File: src/rtl/shot_clock_pkg.sv
// Shared constants for the shot-clock controller: FSM encoding and default presets.
package shot_clock_pkg;

  typedef logic [1:0] shot_state_t;

  localparam logic [1:0] ST_IDLE    = 2'd0;
  localparam logic [1:0] ST_RUN     = 2'd1;
  localparam logic [1:0] ST_PAUSE   = 2'd2;
  localparam logic [1:0] ST_EXPIRED = 2'd3;

  localparam int T_FULL_DEF   = 24;
  localparam int T_SHORT_DEF  = 14;
  localparam int BUZZ_LEN_DEF = 3;

endpackage

File: src/rtl/shot_bcd.sv
// Binary to two-digit BCD; also used by the game-clock display, so kept generic in N.
module shot_bcd #(
  parameter int N = 8
) (
  input  logic [N-1:0] i_bin,
  output logic [3:0]   o_tens,
  output logic [3:0]   o_ones
);

  // Only meaningful for i_bin <= 99; larger inputs lose the hundreds.
  assign o_tens = 4'(i_bin / N'(10));
  assign o_ones = 4'(i_bin % N'(10));

endmodule

File: src/rtl/shot_clock_ctrl.sv
// Shot-clock controller: preset loads, run/pause/expired FSM, timed buzzer,
// display blanking against the game clock and BCD digit outputs.
module shot_clock_ctrl
  import shot_clock_pkg::*;
#(
  parameter int N        = 8,
  parameter int GN       = 12,
  parameter int T_FULL   = T_FULL_DEF,
  parameter int T_SHORT  = T_SHORT_DEF,
  parameter int BUZZ_LEN = BUZZ_LEN_DEF
) (
  input  logic          clk_1Hz,
  input  logic          Reset_n,
  input  logic          en,
  input  logic          load_full,
  input  logic          load_short,
  input  logic          load_custom,
  input  logic [N-1:0]  load_val,
  input  logic [GN-1:0] game_time,
  output logic [N-1:0]  reg_N,
  output logic [3:0]    digit_tens,
  output logic [3:0]    digit_ones,
  output logic          running,
  output logic          stop,
  output logic          cout,
  output logic          expired,
  output logic          buzzer,
  output logic          blank
);

  localparam int BW = (BUZZ_LEN > 1) ? $clog2(BUZZ_LEN) : 1;
  localparam int CW = (N > GN) ? N : GN;

  generate
    if (T_FULL > 99 || T_FULL < 1 || T_SHORT < 1 || T_SHORT > T_FULL || BUZZ_LEN < 1) begin : g_param_err
      $error("shot_clock_ctrl: illegal preset or buzzer parameters");
    end
  endgenerate

  shot_state_t   r_state;
  logic [N-1:0]  r_count;
  logic          r_cout;
  logic          r_buzzer;
  logic [BW-1:0] r_bcnt;
  logic          r_blank;

  logic          w_load;
  logic [N-1:0]  w_load_val;
  logic [CW-1:0] w_game_ext;
  logic [CW-1:0] w_count_ext;

  // A zero custom preset would strand the clock at 0 outside EXPIRED, so it is dropped.
  assign w_load = load_full | load_short | (load_custom & (load_val != '0));

  always_comb begin
    w_load_val = N'(T_FULL);
    if (load_full)
      w_load_val = N'(T_FULL);
    else if (load_short)
      w_load_val = N'(T_SHORT);
    else if (load_val > N'(T_FULL))
      w_load_val = N'(T_FULL);
    else
      w_load_val = load_val;
  end

  assign w_game_ext  = CW'(game_time);
  assign w_count_ext = CW'(r_count);

  always_ff @(posedge clk_1Hz or negedge Reset_n) begin
    if (!Reset_n) begin
      r_state  <= ST_IDLE;
      r_count  <= N'(T_FULL);
      r_cout   <= 1'b0;
      r_buzzer <= 1'b0;
      r_bcnt   <= '0;
      r_blank  <= 1'b0;
    end else begin
      r_blank <= (w_game_ext < w_count_ext);
      r_cout  <= 1'b0;
      if (w_load) begin
        r_count  <= w_load_val;
        r_state  <= ST_IDLE;
        r_buzzer <= 1'b0;
        r_bcnt   <= '0;
      end else begin
        case (r_state)
          ST_IDLE: begin
            if (en) r_state <= ST_RUN;
          end
          ST_RUN: begin
            if (!en) begin
              r_state <= ST_PAUSE;
            end else if (r_count <= N'(1)) begin
              r_count  <= '0;
              r_state  <= ST_EXPIRED;
              r_cout   <= 1'b1;
              r_buzzer <= 1'b1;
              r_bcnt   <= BW'(BUZZ_LEN - 1);
            end else begin
              r_count <= r_count - N'(1);
            end
          end
          ST_PAUSE: begin
            if (en) r_state <= ST_RUN;
          end
          default: begin
            // Buzzer drops on the edge that finds the counter already at zero.
            if (r_bcnt == '0)
              r_buzzer <= 1'b0;
            else
              r_bcnt <= r_bcnt - BW'(1);
          end
        endcase
      end
    end
  end

  shot_bcd #(.N(N)) u_bcd (
    .i_bin  (r_count),
    .o_tens (digit_tens),
    .o_ones (digit_ones)
  );

  assign reg_N   = r_count;
  assign running = (r_state == ST_RUN);
  assign stop    = (r_state != ST_RUN);
  assign expired = (r_state == ST_EXPIRED);
  assign cout    = r_cout;
  assign buzzer  = r_buzzer;
  assign blank   = r_blank;

endmodule

File: config.mk
export PLATFORM = sky130hd
export DESIGN_NAME = shot_clock_ctrl
export DESIGN_NICKNAME = d
export VERILOG_FILES = /design/src/rtl/shot_clock_pkg.sv /design/src/rtl/shot_bcd.sv /design/src/rtl/shot_clock_ctrl.sv
export SDC_FILE = /design/constraint.sdc
export NUM_CORES = 1
export LEC_CHECK = 0
export CAP_MARGIN = 20
export CELL_PAD_IN_SITES_DETAIL_PLACEMENT = 0
export CELL_PAD_IN_SITES_GLOBAL_PLACEMENT = 2
export CORE_ASPECT_RATIO = 1.4
export CORE_MARGIN = 2
export CORE_UTILIZATION = 30
export CTS_BUF_LIST = sky130_fd_sc_hd__clkbuf_2
export CTS_CLUSTER_DIAMETER = 200
export DETAILED_ROUTE_END_ITERATION = 8
export GPL_TIMING_DRIVEN = 0
export HOLD_SLACK_MARGIN = 0.15
export MAX_ROUTING_LAYER = met4
export PLACE_DENSITY = 0.89
export SKIP_LAST_GASP = 1
export SLEW_MARGIN = 20
export SYNTH_ARGS = -nofsm -noshare
export SYNTH_HDL_FRONTEND = slang
export SYNTH_SLANG_ARGS = --single-unit
File: constraint.sdc
create_clock -name clk_1Hz -period 4.1 [get_ports clk_1Hz]
set_input_delay 0.615 -clock clk_1Hz [delete_from_list [all_inputs] [get_ports clk_1Hz]]
set_output_delay 0.615 -clock clk_1Hz [all_outputs]
set_load 0.05 [all_outputs]
# Yosys cells after proc, flatten, opt, wreduce, memory -nomap -nowiden
# Cells that the tools add are included.
dict set report word_totals {
  output_inout_bits 22
  in_bits 26
  elab_cells 64
  register_bits 15
}
dict set report op_classes {
  div 2
  n_mux 26
  bitwise_logic 3
  magnitude_cmp 3
  n_addsub 2
  n_reduce_logical 12
  eq_ne 10
}
# operator n
set ops {}
lappend ops {{$mux W8} 7}
lappend ops {{$mux W2} 8}
lappend ops {{$lt A12 B8 Y1} 1}
lappend ops {{$div A8 B4 Y8 const B} 1}
lappend ops {{$gt A8 B5 Y1 const B} 1}
lappend ops {{$le A8 B1 Y1 const B} 1}
lappend ops {{$mod A8 B4 Y8 const B} 1}
lappend ops {{$mux W1} 8}
lappend ops {{$pmux W2 S2} 2}
lappend ops {{$reduce_and A4 Y1} 2}
lappend ops {{$reduce_bool A8 Y1} 1}
lappend ops {{$sub A8 B1 Y8 const B} 1}
lappend ops {{$ne A3 B1 Y1 const B} 2}
lappend ops {{$reduce_bool A3 Y1} 2}
lappend ops {{$eq A2 B2 Y1 const B} 2}
lappend ops {{$logic_not A2 Y1} 2}
lappend ops {{$ne A2 B1 Y1 const B} 2}
lappend ops {{$ne A4 B2 Y1 const B} 1}
lappend ops {{$reduce_bool A2 Y1} 2}
lappend ops {{$ne A3 B2 Y1 const B} 1}
lappend ops {{$ne A3 B3 Y1 const B} 1}
lappend ops {{$reduce_and A3 Y1} 1}
lappend ops {{$eq A2 B1 Y1 const B} 1}
lappend ops {{$or A1 B1 Y1} 2}
lappend ops {{other kinds (5)} 5}

# Longest topological paths before layout
# Gate-level depths: netlist (run 1).
dict set report depth {
  word_depth 5
  ltp_mapped 8
  depth_no_buf 8
}

# Modules after synthesis
# Synthesis (run 1) repeated with hierarchy kept, for this count alone.
dict set report hier_totals {
  hier_cells 270
  hier_area_um2 1939.4
}
# mod instances area_each_um2 cells_per_inst
set by_module_without_submodules {}
lappend by_module_without_submodules {shot_clock_ctrl 1 1076.0 125}
lappend by_module_without_submodules {shot_bcd 1 863.3 145}

# Worst setup path after synthesis (run 1)
# OpenSTA, ideal clock, no wires.
dict set report synth_timing {
  path_kind {register to output}
  startpoint {register r_count[7] (netlist: reg_N[7])}
  endpoint {output port digit_ones[1]}
  setup_slack_ns 0.652
  arrival_ns 2.833
  stages_incl_launch_ff 7
  required_ns 3.485
  cell_sequence {dfrtp_1 buf_2 nor2b_1 a221oi_1 o311ai_0 a32o_1 xnor2_1}
}
dict set report synth_between {
  elab_chain_cells 1
}
# item line_no
set synth_rtl {}
lappend synth_rtl {{start, declared} shot_clock_ctrl.sv:41} ;# logic [N-1:0] r_count;
lappend synth_rtl {{start signal, assigned} shot_clock_ctrl.sv:73} ;# r_count <= N'(T_FULL);
lappend synth_rtl {{start signal, assigned} shot_clock_ctrl.sv:82} ;# r_count <= w_load_val;
lappend synth_rtl {{start signal, assigned} shot_clock_ctrl.sv:101} ;# r_count <= r_count - N'(1);
lappend synth_rtl {{$mod A8 B4 Y8} shot_bcd.sv:12} ;# assign o_ones = 4'(i_bin % N'(10));
lappend synth_rtl {{end, declared} shot_clock_ctrl.sv:22} ;# output logic [3:0] digit_ones,
# No other way between the ends.

# Final worst setup path (run 1)
dict set report layout_timing {
  startpoint {register r_count[3] (netlist: reg_N[3])}
  endpoint {output port digit_ones[3]}
}
# Same word-level chain as after synthesis.

==> impl_metrics.csv, run 1 <==
group,metric,value,unit
status,status,"completed",
logic_synthesis,synth-main-ff-cell,"dfrtp_1",
sta,worstMarginPinSlew,777,ps
route,dr.pass1.iters,4,
route,vias_per_cell,5.44,
cts,clk_pin_slew,170,ps
floorplan,initial_core_util,31.5,%
finish,syn2layout_area_growth,33.1,%
placed_design,gp_congestion,0.877,
cts,clock_latency,310,ps
grt,antenna_found_initial,0,
logic_synthesis,synth.area.top_cells,"dfrtp_1, ha_1, a21oi_1",
run,cap_violations,0,
pwr,cellLeakagePower,0.919,nW
logic_synthesis,synth_most_common_cell,"a21oi_1",
floorplan,num_io_pins,48,
hold_path,min_path_type,"register to register",
sta,fin_crit_sh,95.5,%
logic_synthesis,synth_top_area_share,18.6,%
sta,relSlewSlack,46.8,%
placed_design,dp_hpwl,4320,µm
route,vias,1897,
logic_synthesis,syn-cell-area,1750,µm²
logic_synthesis,syn-instance-count,230,
finish,fin_area,2330,µm²
cts,clock_tree.buffer_depth,2,
cts,cts_buffers,3,
sta,rsz0062_at_grt,"false",
sta,maxSlewViolCount,0,
logic_synthesis,synth_seq_area_share,21.6,%
sta,hold_viol,0,
floorplan,core.rowCount,32,
sta,setup_viol,0,
route,drc,0,
pwr,combPwrFrac,45.7,%
grt,grt_pass1_wl,8960,µm
pwr,seq_power_share,36.6,%
finish,drive_gt1_share,9.25,%
logic_synthesis,synth-edff-count,0,
sta,post-route-min-period,3920,ps
cts,cts-root-buf,"clkbuf_2",
finish,num_antenna_cells,0,
worst_setup_path,cp-end-kind,"primary output",
grt,gr-total-overflow,0,
logic_synthesis,syn-num-nets,268,
worst_setup_path,criticalPathCategory,"register to primary output",
logic_synthesis,async_flop_share,100,%
worst_setup_path,arrival,3300,ps
cts,htree_levels,1,
placed_design,io_buffer_count,47,
worst_setup_path,cp.required,3480,ps
finish,fin_cells,349,
grt,grtUsageTotal,18.5,%
sta,fin_skew,11.4,ps
pwr,power_frac_clock,17.7,%
route,antenna_left,0,
logic_synthesis,yosys_warnings,0,
pwr,p_sw_share,40.7,%
logic_synthesis,ys_seq_elements,15,
floorplan,die_h,94.4,µm
pwr,peakVddDrop,0.119,mV
pwr,power.density,187,nW/µm²
sta,finalSetupTns,0,ps
logic_synthesis,yosysUniqueCellTypes,57,
floorplan,dieArea,6470,µm²
worst_setup_path,critPathLaunchType,"register",
finish,post-route-util,41.9,%
cts,cts_num_sinks,15,
pwr,switchingPower,0.177,mW
route,detail_route.iter0.violations,138,
route,wirelength,5410,µm
route,avgRoutedWirePerCell,15.5,µm
placed_design,place_area,2310,µm²
sta,whs,549,ps
cts,cts_tree,"built",
floorplan,core-area,5570,µm²
placed_design,dp.cells,345,
sta,fmax,255,MHz
logic_synthesis,synth_area_leader_cell,"dfrtp_1",
worst_setup_path,path_max_fanout,10,
floorplan,die_w,68.6,µm
grt,grt_pass1_vias,1854,
logic_synthesis,synth_common_cells,"a21oi_1, nor2_1, nand2_1",
pwr,p_int,0.258,mW
logic_synthesis,avgSynthCellArea,7.62,µm²
finish,layout.nets,320,
grt,grt_max_degree,16,
==> sequential cells by signal, indices dropped and copies added (netlist names) <==
register	flops
cout	1
reg_N	8
r_state	2
r_bcnt	2
blank	1
buzzer	1
==> cell families (layout without fill, tap and decap cells) <==
family / after synthesis / after routing / share of synthesized area, %
flip-flops: 15 / 15 / 21.6
AND/OR/NAND/NOR: 89 / 89 / 28.3
adder cells (fa/ha/maj): 12 / 12 / 8.57
XOR/XNOR: 6 / 6 / 3.00
buffers and inverters: 27 / 78 / 6.86
multiplexers: 5 / 5 / 3.00
AO/OA/AOI/OAI: 76 / 76 / 28.7
==> metal layers <==
layer / GRT usage (%) / wire [µm] / vias up
li1: - / - / 960
met4: 4.83 / 58 / 0
met1: 21.4 / 2160 / 884
met2: 33.2 / 2980 / 47
met5: - / 0 / -
met3: 1.67 / 206 / 6
==> power groups by stage <==
stage	clock network (mW)	logic (mW)	registers [mW]
2_1_floorplan	0	0.114	0.171
3_3_place_gp	0	0.199	0.162
3_5_place_dp	0	0.200	0.162
4_1_cts	0.0793	0.200	0.159
5_1_grt	0.0848	0.216	0.160
6_report	0.0772	0.199	0.159
==> layout by cell type, fill, tap and decap left out, types with 3 or more instances in the layout <==
cell type         n
clkbuf_1          3
nor2_1           20
xnor2_1           5
clkdlybuf4s50_1  47
o21ai_0          12
or3_1             4
a21o_1            4
clkbuf_2          3
and2_1            5
dfrtp_1          13
ha_1             12
or4_1             4
o22ai_1           3
a211oi_1          3
a21oi_1          24
nand3_1           4
nand2_1          14
buf_2             9
mux2i_1           3
nor3_1           13
inv_1            12
a31oi_1           4
nand4_1           4
nor2b_1           8
==> metrics by stage <==
stage,total power [mW],setup WS [ps]
floorplan,0.285,652
finish,0.435,183
CTS,0.439,194
detailed placement,0.361,563
global route,0.461,17.8
global placement,0.361,544
==> path summary, 6_finish.rpt <==
kind                       depth (start not counted)             to      from  slack (ps)
min in group asynchronous                          1     r_state[1]   Reset_n         700
max                                                9  digit_ones[3]  reg_N[3]         180
max reg2reg                                        6       reg_N[7]  reg_N[2]        1860
max in group asynchronous                          1       reg_N[2]   Reset_n        2960
min                                                2         buzzer    buzzer         550
min reg2reg                                        2         buzzer    buzzer         550
==> timing repair <==
| item | CTS | global route |
|---|---|---|
| endpoints found under the setup margin | 0 | 1 |
| hold buffers | 0 | 0 |
| resized for setup | 0 | 1 |
| buffers inserted | 0 | 0 |
==> area by class of cell <==
| cell class | count | area (µm²) |
|---|---|---|
| clock buffers | 3 | 15.0 |
| flip-flops and latches | 15 | 378 |
| inverters | 13 | 48.8 |
| repair buffers | 47 | 470 |
| multi-input cells | 188 | 1260 |
| fillers | 575 | 3230 |
| well taps | 68 | 85.1 |
| clock inverters | 1 | 7.51 |
| plain buffers | 14 | 71.3 |
==> worst max-delay path, cell delays in order, from the launching register on <==
cell and delay (ps):
dfstp_2 590, buf_2 200, clkbuf_1 390, o21ai_0 220, o22ai_1 190, a21oi_1 60
mux2i_1 220, nor3_1 80, mux2_2 230, clkdlybuf4s50_1 800
(Power assumes the default switching activity.)
==> inputs of run 2 (changes only) <==
CAP_MARGIN = 15   (was 20)
CORE_UTILIZATION = 28   (was 30)
PLACE_DENSITY = 0.84   (was 0.89)
clock period = 4 ns   (was 4.1 ns; I/O delays follow)
==> run 2 against run 1 <==
- register-to-register slack lost 130 ps
- hold slack about the same
- wire length rose by 1.7%
- combinational power is 3% higher
- clock skew decreased by 1.6 ps
- setup slack lost 84 ps
- count of clock-buffer cells in the layout did not move
- first-iteration DRC count shrank 55%
- power is 1.4% higher
- sequential power increased by 3%
- final area up 0.32%
- non-clock buffer count stayed put
- critical endpoint unchanged
- largest cell class unchanged
==> impl_metrics.csv, run 2 (synthesis gave the netlist of run 1 again) <==
group,metric,value,unit
sta,post-route-min-period,3900,ps
route,vias,1913,
grt,met2_usage,32.6,%
pwr,peakVddDrop,0.148,mV
finish,syn2layout_area_growth,33.6,%
finish,seq_area,378,µm²
hold_path,min_path_type,"register to register",
route,avgRoutedWirePerCell,15.6,µm
grt,grt.met1_usage,19.1,%
floorplan,dieArea,6910,µm²
floorplan,die_h,97.6,µm
grt,gr-total-overflow,0,
floorplan,core-area,6130,µm²
finish,largest_reg_flops,8,
worst_setup_path,path_max_fanout,10,
route,drc,0,
cts,htree_levels,1,
worst_setup_path,arrival,3300,ps
route,detail_route.iter0.violations,62,
sta,whs,549,ps
finish,drive_gt1_share,9.25,%
sta,worstMarginPinSlew,825,ps
finish,fill_cells,681,
route,dr.pass1.iters,5,
sta,fin_skew,9.81,ps
cts,cts-root-buf,"clkbuf_2",
placed_design,dp_hpwl,4400,µm
sta,rsz0062_at_grt,"true",
cts,cts_buffers,3,
sta,fmax,256,MHz
grt,grt_pass1_wl,9340,µm
finish,fin_cells,353,
route,vias_per_cell,5.42,
placed_design,io_buffer_count,47,
pwr,cellLeakagePower,0.929,nW
route,antenna_left,0,
sta,maxSlewViolCount,0,
run,cap_violations,0,
finish,layout_common_cells,"clkdlybuf4s50_1, a21oi_1, nor2_1, nand2_1",
finish,layout.nets,320,
floorplan,core.rowCount,34,
worst_setup_path,cp-end-kind,"primary output",
finish,final_common_cell,"clkdlybuf4s50_1",
grt,grt-busiest-layer,"met2",
worst_setup_path,cp.required,3400,ps
sta,hold_viol,0,
sta,fin_ws,99.6,ps
finish,num_antenna_cells,0,
floorplan,initial_core_util,28.6,%
placed_design,dp.cells,349,
worst_setup_path,critPathLaunchType,"register",
grt,grt_max_degree,16,
status,status,"completed",
sta,setup_viol,0,
pwr,power.density,189,nW/µm²
cts,holdBufCountCts,0,
grt,grt_pass1_vias,1908,
cts,clock_tree.buffer_depth,2,
grt,grt_use_met3,0.311,%
worst_setup_path,criticalPathCategory,"register to primary output",
sta,fin_crit_sh,97.5,%
cts,clock_latency,280,ps
floorplan,die_w,70.8,µm
floorplan,num_io_pins,48,
cts,cts_tree,"built",
route,wirelength,5500,µm
cts,cts_num_sinks,15,
cts,clk_pin_slew,160,ps
placed_design,dp_worst_setup_slack,469,ps
sta,relSlewSlack,43.6,%
finish,multi_input_area,1260,µm²
placed_design,gp_congestion,0.862,
grt,grtUsageTotal,16.9,%
grt,antenna_found_initial,0,
-- run 2: final cells by class --
| cell class | instances | share of cell area [%] |
|---|---|---|
| plain buffers | 14 | 3.05 |
| clock buffers | 3 | 0.642 |
| clock inverters | 1 | 0.321 |
| inverters | 13 | 2.09 |
| multi-input cells | 188 | 53.7 |
| flip-flops and latches | 15 | 16.1 |
| well taps | 72 | 3.85 |
| repair buffers | 47 | 20.2 |
-- run 2: power by group --
part / switching (mW) / internal (mW) / leakage [nW]
registers: 0.00689 / 0.156 / 0.200
logic: 0.119 / 0.0849 / 0.716
clock network: 0.0514 / 0.0234 / 0.0126
total: 0.177 / 0.264 / 0.929
-- run 2: final timing paths --
check	start	end	slack (ps)	depth (start not counted)
max in group asynchronous	Reset_n	reg_N[2]	2850	1
min in group asynchronous	Reset_n	reg_N[6]	710	1
setup / recovery	reg_N[3]	digit_ones[3]	100	9
hold reg to reg	buzzer	buzzer	550	2
hold / removal	buzzer	buzzer	550	2
setup reg to reg	reg_N[2]	reg_N[7]	1730	6
-- run 2: critical path: stages, from the launching register on --
cell and delay [ps]:
dfstp_2 590, buf_2 200, clkbuf_1 400, o21ai_0 230, o22ai_1 210, a21oi_1 60, mux2i_1 220, nor3_1 80
mux2_2 230, clkdlybuf4s50_1 790
-- run 2: repair_timing --
action / in CTS / in global routing
buffers inserted: 0 / 0
gates resized for setup: 0 / 2
hold endpoints to repair: 0 / 0
endpoints found under the setup margin: 0 / 2
-- run 2: layer usage --
layer / vias up / wire length [µm]
met5: - / 0
met4: 0 / 32
met3: 4 / 146
met2: 39 / 3070
met1: 913 / 2260
li1: 957 / -
-- run 2: metrics by stage --
step / total power [mW] / util [%] / setup TNS (ps) / area [µm²]
2_1_floorplan: 0.293 / - / 0 / 1750
4_1_cts: 0.451 / 38.1 / 0 / 2330
6_report: 0.442 / 38.2 / 0 / 2340
5_1_grt: 0.472 / 38.2 / -32.9 / 2340
3_3_place_gp: 0.371 / 37.7 / 0 / 2310
3_5_place_dp: 0.371 / 37.7 / 0 / 2310
==> variant: new RTL, flow settings as in run 2 <==
`N` is set to 8 in 2 places; all go to 7.
--- a/src/rtl/shot_bcd.sv
+++ b/src/rtl/shot_bcd.sv
@@ -1,5 +1,5 @@
 // Binary to two-digit BCD; also used by the game-clock display, so kept generic in N.
 module shot_bcd #(
-  parameter int N = 8
+  parameter int N = 7
 ) (
   input  logic [N-1:0] i_bin,
--- a/src/rtl/shot_clock_ctrl.sv
+++ b/src/rtl/shot_clock_ctrl.sv
@@ -4,5 +4,5 @@
   import shot_clock_pkg::*;
 #(
-  parameter int N        = 8,
+  parameter int N        = 7,
   parameter int GN       = 12,
   parameter int T_FULL   = T_FULL_DEF,
Ports: changed (resized load_val and reg_N); port bits go from 48 to 46. No check against the original RTL was run, so the function may have changed too.
==> variant against run 2 <==
Worst setup slack better by 67 ps; power up 24%; final area down 7.3%; synthesized cell count down 15%; area after synthesis down 13%; utilization up 3.5 points; sequential cell count down 1; sequential power down 3%; wire length down 22%; largest power group unchanged; highest routed layer unchanged.
==> variant: results (changes against run 2) <==
.. list-table::
   :header-rows: 1

   * - Metric
     - Value
   * - Post-CTS Setup Bufs
     - 1 (+1)
   * - End point of the critical path
     - digit_ones[2]
   * - Minimum hold slack
     - 531 ps (-18.9 ps)
   * - Internal power contribution
     - 0.299 mW (+13%)
   * - Half-perimeter wire length after placement
     - 3430 µm (-22%)
   * - Dominant delay contributor by cell family on the critical path
     - compound AO/OA/AOI/OAI gates
   * - Via count of the first global-routing pass
     - 1513 (-21%)
   * - Critical path's largest stage delay
     - 590 ps (-200 ps)
   * - Run status
     - completed
   * - Final-stage net count
     - 291 (-9.1%)
   * - Sequential cell area fraction in the yosys report
     - 23.2% (+1.6 points)
   * - Wire length per cell
     - 13.6 µm (-13%)
   * - Cell count after placement
     - 307 (-12%)
   * - Gpl congestion
     - 0.814 (-5.5%)
   * - Number of vias after detailed routing
     - 1585 (-17%)
   * - Max reg flops
     - 7 (-1)
   * - Number of filler cells placed in the layout
     - 572 (-16%)
   * - Slowest-stage cell, CP
     - sky130_fd_sc_hd__dfstp_2
   * - Worst-case hold path end point
     - r_bcnt[1]
   * - Number of distinct library cells after synthesis
     - 49 (-14%)
   * - Die width
     - 66.3 µm (-6.4%)
   * - Worst voltage drop across the vdd grid
     - 0.154 mV (+4.1%)
   * - Global-route wire length before repair
     - 7090 µm (-24%)
   * - Tightest slew margin relative to the limit
     - 56.5% (+13 points)
   * - Initial drt markers
     - 63 (+1.6%)
   * - Clock network power
     - 0.0704 mW (-5.9%)
[variant: cells by family after synthesis]
| family | synth area share (%) |
|---|---|
| buf+inv | 7.64 |
| simple gates | 20.8 |
| compound gates | 32.3 |
| flops | 23.2 |
| fa+ha+maj | 12.3 |
| xor+xnor | 1.73 |
| mux | 2.05 |
[variant: routing by layer]
layer | part of all wire (%) | routed length, µm | GRT usage, % | up-vias
li1 | - | - | - | 826
met1 | 42 | 1790 | 17.4 | 721
met2 | 55 | 2360 | 27.3 | 34
met3 | 2.9 | 123 | 1.12 | 4
met4 | 0.58 | 25 | 3.40 | 0
met5 | 0 | 0 | - | -
[variant: layout make-up]
class / count / area (µm²) / share of cell area (%)
repair buffers: 50 / 477 / 22.0
clock buffers: 3 / 15.0 / 0.692
multi-input cells: 158 / 1110 / 51.4
plain buffers: 10 / 63.8 / 2.94
clock inverters: 1 / 3.75 / 0.173
well taps: 66 / 82.6 / 3.81
flip-flops and latches: 14 / 353 / 16.3
inverters: 14 / 60.1 / 2.77
